**src/rtl/cc_bin2bcd_pkg.sv**
```systemverilog
// Shared types and constants for the time-multiplexed binary-to-BCD converter.
package cc_bin2bcd_pkg;

  localparam int BIN_W          = 8;
  localparam int BCD_W          = 12;
  localparam int DIGIT_W        = 4;
  localparam int ITER           = 8;
  localparam int ADD3_THRESHOLD = 4;

  // The BCD field sits above the binary field so each shift carries one binary bit into the units digit.
  localparam int SR_W    = BCD_W + BIN_W;
  localparam int NDIGITS = BCD_W / DIGIT_W;

  typedef enum logic [1:0] {
    IDLE,
    SHIFT,
    DONE
  } schedState_t;

endpackage

```
**src/rtl/cc_bcd_dabble_step.sv**
```systemverilog
// One double-dabble iteration: add 3 to every BCD digit above 4, then shift the whole register left by one.
module cc_bcd_dabble_step
  import cc_bin2bcd_pkg::*;
(
  input  logic [SR_W-1:0] stepIn,
  output logic [SR_W-1:0] stepOut
);

  logic [SR_W-1:0]    adjusted;
  logic [DIGIT_W-1:0] digit;

  always_comb begin
    adjusted = stepIn;
    digit    = '0;
    for (int d = 0; d < NDIGITS; d++) begin
      digit = stepIn[BIN_W + DIGIT_W*d +: DIGIT_W];
      if (digit > DIGIT_W'(ADD3_THRESHOLD)) begin
        adjusted[BIN_W + DIGIT_W*d +: DIGIT_W] = digit + DIGIT_W'(3);
      end
    end
    stepOut = adjusted << 1;
  end

endmodule

```
**src/rtl/cc_bin2bcd_scheduler.sv**
```systemverilog
// Round-robin scheduler that shares a single sequential double-dabble converter among NREQ requesters.
// Optional macro CC_BIN2BCDSCHED_CHANGE_DETECT_EN skips reconversion when a requester's value is unchanged.
module cc_bin2bcd_scheduler
  import cc_bin2bcd_pkg::*;
#(
  parameter int NREQ = 3
) (
  input  logic                  CC_BIN2BCDSCHED_CLOCK_50,
  input  logic                  CC_BIN2BCDSCHED_RESET_InLow,
  input  logic [NREQ-1:0]       CC_BIN2BCDSCHED_req_InBUS,
  input  logic [BIN_W*NREQ-1:0] CC_BIN2BCDSCHED_bin_InBUS,
  output logic [NREQ-1:0]       CC_BIN2BCDSCHED_ack_OutBUS,
  output logic [BCD_W*NREQ-1:0] CC_BIN2BCDSCHED_bcd_OutBUS,
  output logic                  CC_BIN2BCDSCHED_busy_Out
);

  localparam int PTR_W = (NREQ > 1) ? $clog2(NREQ) : 1;
  localparam int CNT_W = $clog2(ITER);

  schedState_t      state, nextState;
  logic [PTR_W-1:0] ptr, grantReg, grantIdx;
  logic [PTR_W:0]   scanIdx;
  logic             grantValid;
  logic             cacheHit;
  logic             lastIter;
  logic [CNT_W-1:0] iterCnt;
  logic [SR_W-1:0]  shiftReg, stepOut;
  logic [BIN_W-1:0] binArr [NREQ];
  logic [BCD_W-1:0] slot   [NREQ];

  assign lastIter = (iterCnt == CNT_W'(ITER - 1));

  always_comb begin
    for (int i = 0; i < NREQ; i++) begin
      binArr[i] = CC_BIN2BCDSCHED_bin_InBUS[BIN_W*i +: BIN_W];
    end
  end

  // Scan from the highest offset down so the requester closest above the pointer wins.
  always_comb begin
    grantIdx   = '0;
    grantValid = 1'b0;
    scanIdx    = '0;
    for (int k = NREQ - 1; k >= 0; k--) begin
      scanIdx = {1'b0, ptr} + (PTR_W+1)'(k);
      if (scanIdx >= (PTR_W+1)'(NREQ)) begin
        scanIdx = scanIdx - (PTR_W+1)'(NREQ);
      end
      if (CC_BIN2BCDSCHED_req_InBUS[scanIdx[PTR_W-1:0]]) begin
        grantIdx   = scanIdx[PTR_W-1:0];
        grantValid = 1'b1;
      end
    end
  end

`ifdef CC_BIN2BCDSCHED_CHANGE_DETECT_EN
  logic [BIN_W-1:0] lastVal [NREQ];
  logic [NREQ-1:0]  lastValid;
  logic [BIN_W-1:0] sampledBin;

  assign cacheHit = lastValid[grantIdx] && (lastVal[grantIdx] == binArr[grantIdx]);

  // The binary operand is shifted out of shiftReg, so keep a copy to remember what was converted.
  always_ff @(posedge CC_BIN2BCDSCHED_CLOCK_50 or negedge CC_BIN2BCDSCHED_RESET_InLow) begin
    if (!CC_BIN2BCDSCHED_RESET_InLow) begin
      sampledBin <= '0;
      lastValid  <= '0;
      for (int i = 0; i < NREQ; i++) lastVal[i] <= '0;
    end else if (state == IDLE && grantValid) begin
      sampledBin <= binArr[grantIdx];
    end else if (state == SHIFT && lastIter) begin
      lastVal[grantReg]   <= sampledBin;
      lastValid[grantReg] <= 1'b1;
    end
  end
`else
  assign cacheHit = 1'b0;
`endif

  always_ff @(posedge CC_BIN2BCDSCHED_CLOCK_50 or negedge CC_BIN2BCDSCHED_RESET_InLow) begin
    if (!CC_BIN2BCDSCHED_RESET_InLow) state <= IDLE;
    else                              state <= nextState;
  end

  always_comb begin
    nextState = state;
    case (state)
      IDLE:    if (grantValid) nextState = cacheHit ? DONE : SHIFT;
      SHIFT:   if (lastIter) nextState = DONE;
      DONE:    nextState = IDLE;
      default: nextState = IDLE;
    endcase
  end

  cc_bcd_dabble_step dabble (
    .stepIn  (shiftReg),
    .stepOut (stepOut)
  );

  // The slot takes the post-shift BCD field on the same edge as the final shift.
  always_ff @(posedge CC_BIN2BCDSCHED_CLOCK_50 or negedge CC_BIN2BCDSCHED_RESET_InLow) begin
    if (!CC_BIN2BCDSCHED_RESET_InLow) begin
      ptr      <= '0;
      grantReg <= '0;
      iterCnt  <= '0;
      shiftReg <= '0;
      for (int i = 0; i < NREQ; i++) slot[i] <= '0;
    end else begin
      case (state)
        IDLE: begin
          if (grantValid) begin
            grantReg <= grantIdx;
            shiftReg <= {{BCD_W{1'b0}}, binArr[grantIdx]};
            iterCnt  <= '0;
          end
        end
        SHIFT: begin
          shiftReg <= stepOut;
          iterCnt  <= iterCnt + CNT_W'(1);
          if (lastIter) slot[grantReg] <= stepOut[SR_W-1 -: BCD_W];
        end
        DONE: begin
          ptr <= (grantReg == PTR_W'(NREQ - 1)) ? '0 : grantReg + PTR_W'(1);
        end
        default: ;
      endcase
    end
  end

  always_comb begin
    CC_BIN2BCDSCHED_ack_OutBUS = '0;
    if (state == DONE) CC_BIN2BCDSCHED_ack_OutBUS[grantReg] = 1'b1;
  end

  always_comb begin
    CC_BIN2BCDSCHED_bcd_OutBUS = '0;
    for (int i = 0; i < NREQ; i++) begin
      CC_BIN2BCDSCHED_bcd_OutBUS[BCD_W*i +: BCD_W] = slot[i];
    end
  end

  assign CC_BIN2BCDSCHED_busy_Out = (state != IDLE);

endmodule

```
**config.mk**
```make
export PLATFORM = sky130hd
export DESIGN_NAME = cc_bin2bcd_scheduler
export DESIGN_NICKNAME = d
export VERILOG_FILES = /design/src/rtl/cc_bin2bcd_pkg.sv /design/src/rtl/cc_bcd_dabble_step.sv /design/src/rtl/cc_bin2bcd_scheduler.sv
export SDC_FILE = /design/constraint.sdc
export NUM_CORES = 1
export LEC_CHECK = 0
export ABC_CLOCK_PERIOD_IN_PS = 2300
export BUFFER_PORTS_ARGS = -buffer_cell sky130_fd_sc_hd__buf_2
export CAP_MARGIN = 20
export CORE_MARGIN = 3
export CORE_UTILIZATION = 45
export DETAILED_ROUTE_END_ITERATION = 7
export GPL_TIMING_DRIVEN = 0
export HOLD_SLACK_MARGIN = 0.05
export PLACE_DENSITY_LB_ADDON = 0.15
export SLEW_MARGIN = 20
export SYNTH_ARGS = -nofsm -noshare
export SYNTH_HDL_FRONTEND = slang
export SYNTH_SLANG_ARGS = --single-unit
```
**constraint.sdc**
```tcl
create_clock -name CC_BIN2BCDSCHED_CLOCK_50 -period 2.3 [get_ports CC_BIN2BCDSCHED_CLOCK_50]
set_clock_uncertainty 0.2 [all_clocks]
set_input_delay 0.345 -clock CC_BIN2BCDSCHED_CLOCK_50 [delete_from_list [all_inputs] [get_ports CC_BIN2BCDSCHED_CLOCK_50]]
set_output_delay 0.345 -clock CC_BIN2BCDSCHED_CLOCK_50 [all_outputs]
set_load 0.01 [all_outputs]
```
==> flow_metrics.py <==
metrics = {
    "clock_tree": {
        "path_clk_slew_ns": 0.07,
        "cts_made_buffers": 9,
        "root_buffer": "clkbuf_8",
        "clockBufferDepth": 2,
        "cts-htree-levels": 3,
        "clkSinkCount": 65,
        "cts_tree": "yes",
        "clock_latency_ns": 0.33,
    },
    "cells_and_area": {
        "layout_commonest_cell": "buf_2",
        "final_util": 0.6108,
        "final_cell_mix": "buf_2 (72), dfrtp_1 (64), nand2_1 (54)",
        "diodes": 0,
        "area_growth_pct": 28.31,
        "layout-drive-gt1-share": 0.3280,
        "final_nets": 471,
        "postLayoutCellArea_um2": 4264,
        "stdcell_count": 535,
    },
    "timing": {
        "setup_viol": 3,
        "fmax_mhz": 431.3,
        "hold_viol_final": 0,
        "tightest_slew_ns": 0.4817,
        "grt_setup_unrepaired": "yes",
        "final.setup.worst_slack_ns": -0.01837,
        "drv_slew": 0,
        "period_needed_ns": 2.318,
        "max_slew_margin": 0.6789,
        "finalCritPeriodShare": 1.008,
    },
    "floorplanning": {
        "rows": 30,
        "dieArea_um2": 8452,
        "coreArea_um2": 6982,
        "start_util": 0.4760,
        "die_w_um": 91.94,
        "ios": 69,
        "die_h_um": 91.94,
    },
    "placed_design": {
        "dp_cells": 503,
        "place_hpwl_um": 5405,
        "portBuffers": 68,
        "dpl_cell_area_um2": 3814,
        "gp_congestion": 0.8025,
    },
    "synthesis": {
        "synth_cell_type_count": 50,
        "synth_area_um2": 3323,
        "ys_seq_area_frac": 0.4895,
        "async_flop_share": 1.000,
        "ys_warn_count": 0,
        "synth_nets": 375,
        "syn-instance-count": 338,
        "synth_edf_count": 0,
        "synth_ff_type": "dfrtp_1",
        "synth-seq-cells": 65,
        "syn_avg_cell_area_um2": 9.832,
    },
    "global_routing": {
        "grt_max_degree": 52,
        "overflow": 0,
        "grt_pass1_vias": 2667,
        "grt_pass1_wl_um": 13090,
        "track_usage": 0.1916,
        "antenna_found_initial": 0,
    },
    "power": {
        "power_density_nw_per_um2": 1460,
        "peakVddDrop_uv": 641.3,
        "p_leak_nw": 2.046,
    },
    "route": {
        "drt-initial-drc-count": 116,
        "drtPass1Iterations": 4,
        "final_antenna_net_count": 0,
        "remaining_drc_errors": 0,
        "vias": 2779,
        "wl_per_cell_um": 14.31,
        "viasPerCell": 5.194,
        "wl_um": 7654,
    },
    "critical_path": {
        "cpPeakStageDelay_ns": 0.40,
        "path_class": "flip-flop to flip-flop",
        "path_cells": "inv_2 > ha_4 > buf_6 > nor4bb_1 > o31a_1 > a31oi_4 > buf_6 > mux2i_1 > a31oi_1",
        "r2r_setup_slack_ns": -0.02,
        "endpoint_kind": "flip-flop",
        "slowest_stage": "dfrtp_1",
        "r2r_start": "ptr[0]$_DFFE_PN0P_",
        "r2r-end": "shiftReg[6]$_DFFE_PN0P_",
        "cp.arrival_ns": 2.33,
        "worstSetupStartpointType": "flip-flop",
        "worstPathRequired_ns": 2.32,
        "crit_top_cell": "buf_6",
        "rr_worst_depth": 9,
        "critPathMaxFanout": 5,
    },
    "status": {
        "status": "finished, violations left",
        "violations": "negative setup slack",
    },
    "hold_path": {
        "min_from": "CC_BIN2BCDSCHED_bin_InBUS[8]",
        "hold-path-endpoint": "shiftReg[0]$_DFFE_PN0P_",
        "hold_class": "primary input to flip-flop",
        "hold_depth": 3,
    },
    "run": {
        "max_cap_viol_count": 0,
    },
}
critical path, delay by kind of cell, from the launching register on:
family,cells,cell delay [ns]
adder cells (fa/ha/maj),1,0.21
buffers and inverters,3,0.36
AO/OA/AOI/OAI,3,0.68
multiplexers,1,0.22
flip-flops,1,0.40
AND/OR/NAND/NOR,1,0.12
cell type report:
| class | instances | area (um^2) |
|---|---|---|
| Clock buffer | 10 | 127.6 |
| Inverter | 22 | 82.58 |
| Multi-Input combinational cell | 233 | 1599 |
| Sequential cell | 65 | 1628 |
| Tap cell | 96 | 120.1 |
| Clock inverter | 6 | 82.58 |
| Timing Repair Buffer | 85 | 508.0 |
| Fill cell | 636 | 2718 |
| Buffer | 18 | 116.4 |
worst max path at each step:
stage	slack (ns)	from	to	cells after the start
finish	-0.02	ptr[0]$_DFFE_PN0P_	shiftReg[6]$_DFFE_PN0P_	9
global placement	-0.17	ptr[0]$_DFFE_PN0P_	shiftReg[3]$_DFFE_PN0P_	9
detailed placement	-0.23	ptr[0]$_DFFE_PN0P_	shiftReg[3]$_DFFE_PN0P_	9
global route	-0.1	ptr[0]$_DFFE_PN0P_	shiftReg[2]$_DFFE_PN0P_	9
CTS	-0.02	ptr[0]$_DFFE_PN0P_	shiftReg[5]$_DFFE_PN0P_	9
floorplan	0.05	ptr[0]$_DFFE_PN0P_	shiftReg[7]$_DFFE_PN0P_	9
metal layers:
metal / global-route usage / routed length [um] / part of all wire
met1: 0.2611 / 3536 / 0.46
met2: 0.3023 / 3618 / 0.47
met5: 0 / 0 / 0
met3: 0.04348 / 433 / 0.057
met4: 0.06436 / 65 / 0.0085
stage by stage:
stage	power, mW	worst slack (ns)	hold slack, ns	TNS [ns]
floorplan	3.992	0.04949	-0.1506	0
global placement	4.702	-0.1692	0.2555	-2.060
detailed placement	4.810	-0.2322	0.01661	-2.755
CTS	6.172	-0.01944	0.1006	-0.04516
global route	6.730	-0.09577	0.09250	-1.347
finish	6.226	-0.01837	0.1061	-0.05226
logic make-up after synthesis:
group | after synthesis | share of synthesized area
buf+inv | 40 | 0.05723
xor+xnor | 3 | 0.007908
compound gates | 97 | 0.1879
mux | 25 | 0.08622
flops | 65 | 0.4895
fa+ha+maj | 9 | 0.03351
simple gates | 99 | 0.1378
registers in the layout, indices dropped and copies added, names as in the netlist:
| signal | count |
|---|---|
| iterCnt | 3 |
| shiftReg | 20 |
| state | 2 |
| ptr | 2 |
| grantReg | 2 |
| CC_BIN2BCDSCHED_bcd_OutBUS | 36 |
power breakdown:
part           switching, mW  total (mW)  internal, mW  leakage [nW]
clock network          0.431        1.04         0.605         0.106
registers              0.344        1.96          1.62         0.835
logic                   1.71        3.23          1.51          1.11
total                   2.49        6.23          3.74          2.05
cell usage after synthesis (6+ instances only):
master    count  share of area
mux2i_1      14          0.042
a21oi_1      25          0.038
a31oi_1       7          0.013
mux2_4        6          0.027
dfrtp_1      65           0.49
clkbuf_1      7         0.0079
o21ai_1       9          0.014
nand2_1      54          0.061
nor2_1       11          0.012
ha_1          8          0.030
inv_1        22          0.025
nor3_1       11          0.017
o22ai_1       8          0.015
o21ai_0      23          0.035
o32ai_1       7          0.018
repair_timing:
action                     in CTS  in global routing
setup endpoints to repair      18                 39
pin swaps                       3                  1
gates cloned                    2                  0
hold endpoints to repair       65                  0
hold buffers                    1                  0
setup buffers                   9                  4
gates resized for setup        12                 14
Note: power is estimated with default switching activity, not from simulation.
